--- src/rtl/flex_fifo_pkg.sv ---
// Shared definitions for flex_fifo: read-mode constants and an
// elaboration-time sanity check on depth and threshold parameters.
package flex_fifo_pkg;

    localparam int FIFO_MODE_STD  = 0;
    localparam int FIFO_MODE_FWFT = 1;

    // True when both thresholds lie within 0..FIFO_DEPTH for the given pointer width.
    function automatic bit fifo_params_ok(input int addr_width,
                                          input int afull_th,
                                          input int aempty_th);
        int depth;
        depth = 2 ** addr_width;
        return (addr_width >= 1) &&
               (afull_th  >= 0) && (afull_th  <= depth) &&
               (aempty_th >= 0) && (aempty_th <= depth);
    endfunction

endpackage

--- src/rtl/flex_fifo_mem.sv ---
// Simple dual-port storage for flex_fifo: one write port, one read port that is
// either registered (loaded on re) or combinational, chosen by REG_READ.
module flex_fifo_mem #(
    parameter int DATA_WIDTH = 8,
    parameter int ADDR_WIDTH = 4,
    parameter bit REG_READ   = 1'b1
) (
    input  logic                  clk,
    input  logic                  rst_n,
    input  logic                  we,
    input  logic [ADDR_WIDTH-1:0] waddr,
    input  logic [DATA_WIDTH-1:0] wdata,
    input  logic                  re,
    input  logic [ADDR_WIDTH-1:0] raddr,
    output logic [DATA_WIDTH-1:0] rdata
);

    logic [DATA_WIDTH-1:0] mem [0:(2**ADDR_WIDTH)-1];

    // Array contents are deliberately never reset.
    always_ff @(posedge clk) begin
        if (we) begin
            mem[waddr] <= wdata;
        end
    end

    generate
        if (REG_READ) begin : g_reg_read
            logic [DATA_WIDTH-1:0] rdata_q;

            always_ff @(posedge clk) begin
                if (!rst_n) begin
                    rdata_q <= '0;
                end else if (re) begin
                    rdata_q <= mem[raddr];
                end
            end

            assign rdata = rdata_q;
        end else begin : g_comb_read
            logic unused_ctrl;

            assign unused_ctrl = &{1'b0, rst_n, re};
            assign rdata       = mem[raddr];
        end
    endgenerate

endmodule

--- src/rtl/flex_fifo.sv ---
// Synchronous FIFO with registered status flags, selectable registered-read or
// first-word-fall-through output, and one-cycle overflow/underflow pulses.
module flex_fifo
    import flex_fifo_pkg::*;
#(
    parameter int DATA_WIDTH = 8,
    parameter int ADDR_WIDTH = 4,
    parameter int FWFT       = 0,
    parameter int AFULL_TH   = 12,
    parameter int AEMPTY_TH  = 2
) (
    input  logic                  clk,
    input  logic                  rst_n,
    input  logic                  w_en,
    input  logic [DATA_WIDTH-1:0] w_data,
    input  logic                  r_en,
    output logic [DATA_WIDTH-1:0] r_data,
    output logic                  r_valid,
    output logic                  is_empty,
    output logic                  is_full,
    output logic                  almost_empty,
    output logic                  almost_full,
    output logic [ADDR_WIDTH:0]   data_avail,
    output logic [ADDR_WIDTH:0]   room_avail,
    output logic                  overflow,
    output logic                  underflow
);

    localparam int            FIFO_DEPTH = 2 ** ADDR_WIDTH;
    localparam int            CW         = ADDR_WIDTH + 1;
    localparam logic [CW-1:0] DEPTH_C    = CW'(FIFO_DEPTH);
    localparam logic [CW-1:0] AFULL_C    = CW'(AFULL_TH);
    localparam logic [CW-1:0] AEMPTY_C   = CW'(AEMPTY_TH);

    generate
        if (!fifo_params_ok(ADDR_WIDTH, AFULL_TH, AEMPTY_TH)) begin : g_bad_threshold
            $error("flex_fifo: AFULL_TH/AEMPTY_TH must lie in 0..FIFO_DEPTH");
        end
        if ((FWFT != FIFO_MODE_STD) && (FWFT != FIFO_MODE_FWFT)) begin : g_bad_mode
            $error("flex_fifo: FWFT must be FIFO_MODE_STD or FIFO_MODE_FWFT");
        end
    endgenerate

    // Requests are fire-and-forget: a write/read is accepted at the edge when
    // w_en/r_en is high and the registered full/empty flag permits it; there is
    // no back-pressure beyond the flags, and a refused request only pulses
    // overflow/underflow in the following cycle.
    logic          wr_ok;
    logic          rd_ok;
    logic [CW-1:0] w_ptr;
    logic [CW-1:0] r_ptr;
    logic [CW-1:0] count_q;
    logic [CW-1:0] count_d;
    logic [CW-1:0] room_q;
    logic          empty_q;
    logic          full_q;
    logic          aempty_q;
    logic          afull_q;
    logic          ovf_q;
    logic          unf_q;
    logic          rvalid_q;
    logic [DATA_WIDTH-1:0] mem_rdata;

    assign wr_ok = w_en & ~full_q;
    assign rd_ok = r_en & ~empty_q;

    // Reset folds into count_d so every flag register derives from one value.
    always_comb begin
        count_d = count_q;
        if (!rst_n) begin
            count_d = '0;
        end else if (wr_ok && !rd_ok) begin
            count_d = count_q + 1'b1;
        end else if (rd_ok && !wr_ok) begin
            count_d = count_q - 1'b1;
        end
    end

    always_ff @(posedge clk) begin
        if (!rst_n) begin
            w_ptr    <= '0;
            r_ptr    <= '0;
            ovf_q    <= 1'b0;
            unf_q    <= 1'b0;
            rvalid_q <= 1'b0;
        end else begin
            if (wr_ok) begin
                w_ptr <= w_ptr + 1'b1;
            end
            if (rd_ok) begin
                r_ptr <= r_ptr + 1'b1;
            end
            ovf_q    <= w_en & full_q;
            unf_q    <= r_en & empty_q;
            rvalid_q <= rd_ok;
        end
    end

    // Status registers track the post-update count with no extra cycle of lag.
    always_ff @(posedge clk) begin
        count_q  <= count_d;
        room_q   <= DEPTH_C - count_d;
        empty_q  <= (count_d == '0);
        full_q   <= (count_d == DEPTH_C);
        aempty_q <= (count_d <= AEMPTY_C);
        afull_q  <= (count_d >= AFULL_C);
    end

    flex_fifo_mem #(
        .DATA_WIDTH (DATA_WIDTH),
        .ADDR_WIDTH (ADDR_WIDTH),
        .REG_READ   (FWFT == FIFO_MODE_STD)
    ) u_mem (
        .clk   (clk),
        .rst_n (rst_n),
        .we    (wr_ok),
        .waddr (w_ptr[ADDR_WIDTH-1:0]),
        .wdata (w_data),
        .re    (rd_ok),
        .raddr (r_ptr[ADDR_WIDTH-1:0]),
        .rdata (mem_rdata)
    );

    assign r_data       = mem_rdata;
    assign r_valid      = (FWFT == FIFO_MODE_FWFT) ? ~empty_q : rvalid_q;
    assign is_empty     = empty_q;
    assign is_full      = full_q;
    assign almost_empty = aempty_q;
    assign almost_full  = afull_q;
    assign data_avail   = count_q;
    assign room_avail   = room_q;
    assign overflow     = ovf_q;
    assign underflow    = unf_q;

endmodule
--- config.mk ---
export PLATFORM = sky130hd
export DESIGN_NAME = flex_fifo
export DESIGN_NICKNAME = d
export VERILOG_FILES = /design/src/rtl/flex_fifo_pkg.sv /design/src/rtl/flex_fifo_mem.sv /design/src/rtl/flex_fifo.sv
export SDC_FILE = /design/constraint.sdc
export NUM_CORES = 1
export LEC_CHECK = 0
export ABC_AREA = 1
export CORE_UTILIZATION = 64
export DETAILED_ROUTE_END_ITERATION = 7
export GPL_TIMING_DRIVEN = 1
export PLACE_DENSITY = 0.82
export SETUP_SLACK_MARGIN = 0.3
export SLEW_MARGIN = 20
export SYNTH_ARGS = -nofsm -noshare
export SYNTH_HDL_FRONTEND = slang
export SYNTH_SLANG_ARGS = --single-unit
--- constraint.sdc ---
create_clock -name clk -period 3.1 [get_ports clk]
set_input_delay 0.93 -clock clk [delete_from_list [all_inputs] [get_ports clk]]
set_output_delay 0.93 -clock clk [all_outputs]
set_load 0.01 [all_outputs]
Word level (Yosys, flattened, before mapping)
Memories as Yosys holds them, arrays and structs flattened. A register that Yosys moved wholly into a read port is not among the register bits.
Index checks and enable logic that the tools add are counted.
- $add $sub $neg: 5
- $lt $le $gt $ge: 2
- equal/unequal tests: 1
- mux-type cells: 5
- bitwise gates (word level): 6
- reduce and logical (&&, ||, !) cells: 6
- operators by type and width (operator ; number):
    adder 5 x 1 -> 5 bit (second input constant) ; 3
    two-way mux 5 bit ; 3
    equality test 5 bit (second input constant) ; 1
    greater-or-equal comparator 5 x 4 -> 1 bit (second input constant) ; 1
    <= comparator 5 x 2 -> 1 bit (second input constant) ; 1
    zero test 5 bit ; 1
    subtractor 5 x 1 -> 5 bit (second input constant) ; 1
    subtractor 5 bit (first input constant) ; 1
    bitwise AND 1 bit ; 4
    zero test 1 bit ; 3
    logical AND 1 bit ; 2
    two-way mux 1 bit ; 2
    inverter 1 bit ; 2
- register bits: 27
- bits in writable memories: 128
- output and inout bits: 25
- logic and storage cells: 37
- memories kept: 1
- memories (memory ; words ; width ; rd ports ; clocked after memory_dff ; write ports ; RTL line ; source):
    u_mem.mem ; 16 ; 8 ; 1 ; 1 ; 1 ; flex_fifo_mem.sv:18 ; logic [DATA_WIDTH-1:0] mem [0:(2**ADDR_WIDTH)-1];

Logic depth before layout (Yosys ltp)
- depth in word-level cells: 8
- mapped depth: 13

Hierarchy
Synthesis repeated with hierarchy kept, for this count alone.
- cells, all modules: 640
- area, all modules: 6720.2 sq um
- modules (own cells, without submodules) (module ; instances ; cells an instance ; area each (sq um) ; seq. area each (sq um)):
    flex_fifo_mem ; 1 ; 492 ; 5576.6 ; 4003.8
    flex_fifo ; 1 ; 148 ; 1143.6 ; 480.5

Least setup slack after synthesis
Ideal clock, no wire load.
- kind: input port to flip-flop
- from: input port r_en
- to: register room_q[4] (netlist: room_avail[4])
- library setup time: 109 ps
- arrival: 2081 ps
- data required time: 2991 ps
- slack: 910 ps
- stages: 10
- path through: inv_1 -> nor2_2 -> nand2_1 -> nand3_1 -> nand3_1 -> ha_1 -> nand2_1 -> nor2_1 -> ha_1 -> inv_1
- word-level cells in the longest chain between the ends: 6
- elaborated cells on any way between the ends: 8
- RTL lines (item ; RTL line ; source):
    from (decl) ; flex_fifo.sv:16 ; input logic r_en,
    bitwise AND 1 bit (*) ; flex_fifo.sv:65 ; assign rd_ok = r_en & ~empty_q;
    logical AND 1 bit or zero test 1 bit (tied branches) ; flex_fifo.sv:74, flex_fifo.sv:72 ;
    two-way mux 5 bit or logical AND 1 bit (tied branches) ; flex_fifo.sv:74, flex_fifo.sv:72 ;
    two-way mux 5 bit (*) ; flex_fifo.sv:72 ; end else if (wr_ok && !rd_ok) begin
    two-way mux 5 bit (*) ; flex_fifo.sv:70 ; if (!rst_n) begin
    subtractor 5 bit (*) ; flex_fifo.sv:102 ; room_q <= DEPTH_C - count_d;
    to (signal assigned) ; flex_fifo.sv:102 ;
    to (decl) ; flex_fifo.sv:54 ; logic [CW-1:0] room_q;
Mark *: on every way between the ends. The rest lies on a longest branch, timed or not.
A chain may end at the register's enable or synchronous reset.

Worst setup path after layout
- from: register count_q[2] (netlist: data_avail[2])
- to: output port data_avail[2]
- RTL lines (item ; RTL line ; source):
    from (decl) ; flex_fifo.sv:52 ; logic [CW-1:0] count_q;
    from (signal assigned) ; flex_fifo.sv:101 ; count_q <= count_d;
    to (decl) ; flex_fifo.sv:23 ; output logic [ADDR_WIDTH:0] data_avail,
No word-level cell between the ends.

==> qor.yml <==
worst_setup_path:
  cp-end-kind: "output pin"
  worst_path_dominant_cell_family: "buffers and inverters"
  path_max_fanout: 8
  r2r_slack_ps: 940
  crit_chain: "clkdlybuf4s50_1"
  cp_slowest_cell: "clkdlybuf4s50_1"
  slowest_delay_ps: 600
  cp-start-kind: "flop"
  crit_arrival_ps: 1610
  path_class: "reg -> out"
  cp.required_ps: 2170
  path_buf_inv: 1
sta:
  tightest_slew_ps: 922
  holdWs_ps: 524
  finClkSkew_ps: 7.27
  drv_slew: 0
  hold_violations: 0
  max_freq_mhz: 393
  rsz0062_at_grt: "false"
  setup_tns_ps: 0
  slew_headroom: 0.385
  setup_viol: 0
  min_period_ps: 2540
  finalCritPeriodShare: 0.821
power_and_ir_drop:
  p_int_uw: 4240
  seq_power_share: 0.434
  power_uw: 5900
  switching_share: 0.282
  ir_drop_mv: 0.654
  p_per_area_nw_per_um2: 742
  p_leak_uw: 0.00326
  combPwrFrac: 0.210
  p_clk_frac: 0.356
  switching_power_uw: 1660
placement:
  routabilityCongestion: 0.825
  dpl_cell_area_um2: 7350
  dpl.hpwl_um: 9190
  portBuffers: 36
logic_synthesis:
  synthSimpleGateAreaFrac: 0.256
  synth_fp_nets: 717
  synthMuxAreaShare: 0
  synth_edf_count: 128
  syn_area_um2: 6830
  synthCells: 694
  synth_top_family_by_area: "simple AND/OR/NAND/NOR gates"
  seq_area_frac_synth: 0.656
  synth-xor-area-share: 0.00385
  synthAdderAreaFrac: 0.0201
  synth_compound_area_frac: 0.0108
  ys_seq_elements: 160
  synth_cell_types: 26
  synthArstFlopShare: 0
  yosys_most_used_dff: "edfxtp_1"
  ys_warn_count: 0
  avgSynthCellArea_um2: 9.85
global_routing:
  gr-max-usage-layer: "met2"
  grt-ovfl-total: 0
  met3_usage: 0.0785
  met2_usage: 0.477
  grt_pass1_wl_um: 24500
  grt_pass1_vias: 4855
  use_met1: 0.383
  grt_util_all_layers: 0.296
  grt_max_degree: 67
  antenna_found_initial: 0
clock_network:
  cts.repair.resized: 0
  cts_tree: "built"
  path_clk_slew_ps: 60
  clockRootBuffer: "clkbuf_8"
  htree_levels: 4
  cts_buffers: 17
  cts.path.max_buffers: 2
  postCtsSetupRepairBufs: 0
  cts_hold_buffers: 0
  cts.sinks: 160
  clkLatencyLatePin_ps: 530
min_path:
  hold_path_class: "reg -> reg"
route:
  wl_um: 15100
  drc: 0
  drtIter0Drc: 559
  vias: 4915
  dr.pass1.iters: 5
  routedWlPerCell_um: 16.9
  ant_nets: 0
  drt-vias-per-instance: 5.51
floorplan:
  floorplan.initialDensity: 0.662
  dieArea_um2: 11100
  die_w_um: 105
  core_area_um2: 10300
  die_h_um: 105
  pin_count: 37
  fp-row-count: 37
final_layout:
  drive_gt1_frac: 0.0899
  layout_common_cells: "291 x nand2_1, 128 x edfxtp_1, 74 x nand3_1"
  fillers: 667
  diodes: 0
  area_growth_pct: 16.3
  design_area_um2: 7950
  post-route-util: 0.770
  final_common_cell: "nand2_1"
  nets: 766
run:
  maxCapViolations: 0
outcome:
  outcome: "finished, final reports clean"
==> per-layer routing <==
metal / share of wire / up-vias / wire length [um]
li1: - / 2362 / -
met1: 0.39 / 2283 / 5940
met2: 0.49 / 239 / 7360
met3: 0.095 / 31 / 1440
met4: 0.023 / 0 / 354
met5: 0 / - / 0
==> kinds of logic after synthesis <==
family,Yosys count
AOI/OAI and AO/OA,14
xor gates and xnor gates,3
adders and majority gates,11
buffers and inverters,78
DFF,160
and+or+nand+nor,428
==> per-stage QoR <==
step                cells  worst slack, ps
floorplan             694              910
global placement      860              230
detailed placement    860              167
CTS                   892              535
global route          892              445
finish                892              555
==> registers in the layout (all words and copies together), names as in the netlist, 4 cells and up <==
name and count:
u_mem.rdata 8, r_ptr 4, room_avail 5, w_ptr 4, u_mem.mem 128, data_avail 4
==> worst paths after layout <==
check / cells past startpoint / end / from
max reg2reg: 12 / room_avail[4] / room_avail[0]
min: 2 / underflow / is_empty
min reg2reg: 2 / underflow / is_empty
max: 1 / data_avail[2] / data_avail[2]
==> final cells by class <==
cell class,count,area (um^2),area share
inverters,51,193,0.0242
flip-flops and latches,160,4490,0.564
multi-input cells,456,1980,0.250
clock inverters,11,166,0.0209
clock buffers,21,429,0.0540
repair buffers,57,518,0.0652
well taps,136,170,0.0214
==> power by group through the flow <==
stage	logic, uW	registers, uW	clock network, uW
2_1_floorplan	760	2620	0
3_3_place_gp	1170	2600	0
3_5_place_dp	1200	2600	0
4_1_cts	1230	2560	2110
5_1_grt	1380	2580	2200
6_report	1240	2560	2100
==> synth_stat cells (6+ instances only) <==
cell / instances / area, um^2
nor3_1: 6 / 30.0
edfxtp_1: 128 / 3840
ha_1: 11 / 138
nand3_1: 74 / 370
dfxtp_1: 32 / 641
nor2_1: 45 / 169
buf_4: 12 / 90.1
buf_2: 9 / 45.0
nand2_1: 291 / 1090
inv_1: 42 / 158
a21oi_1: 9 / 45.0
inv_2: 8 / 30.0
(Power assumes the default switching activity.)
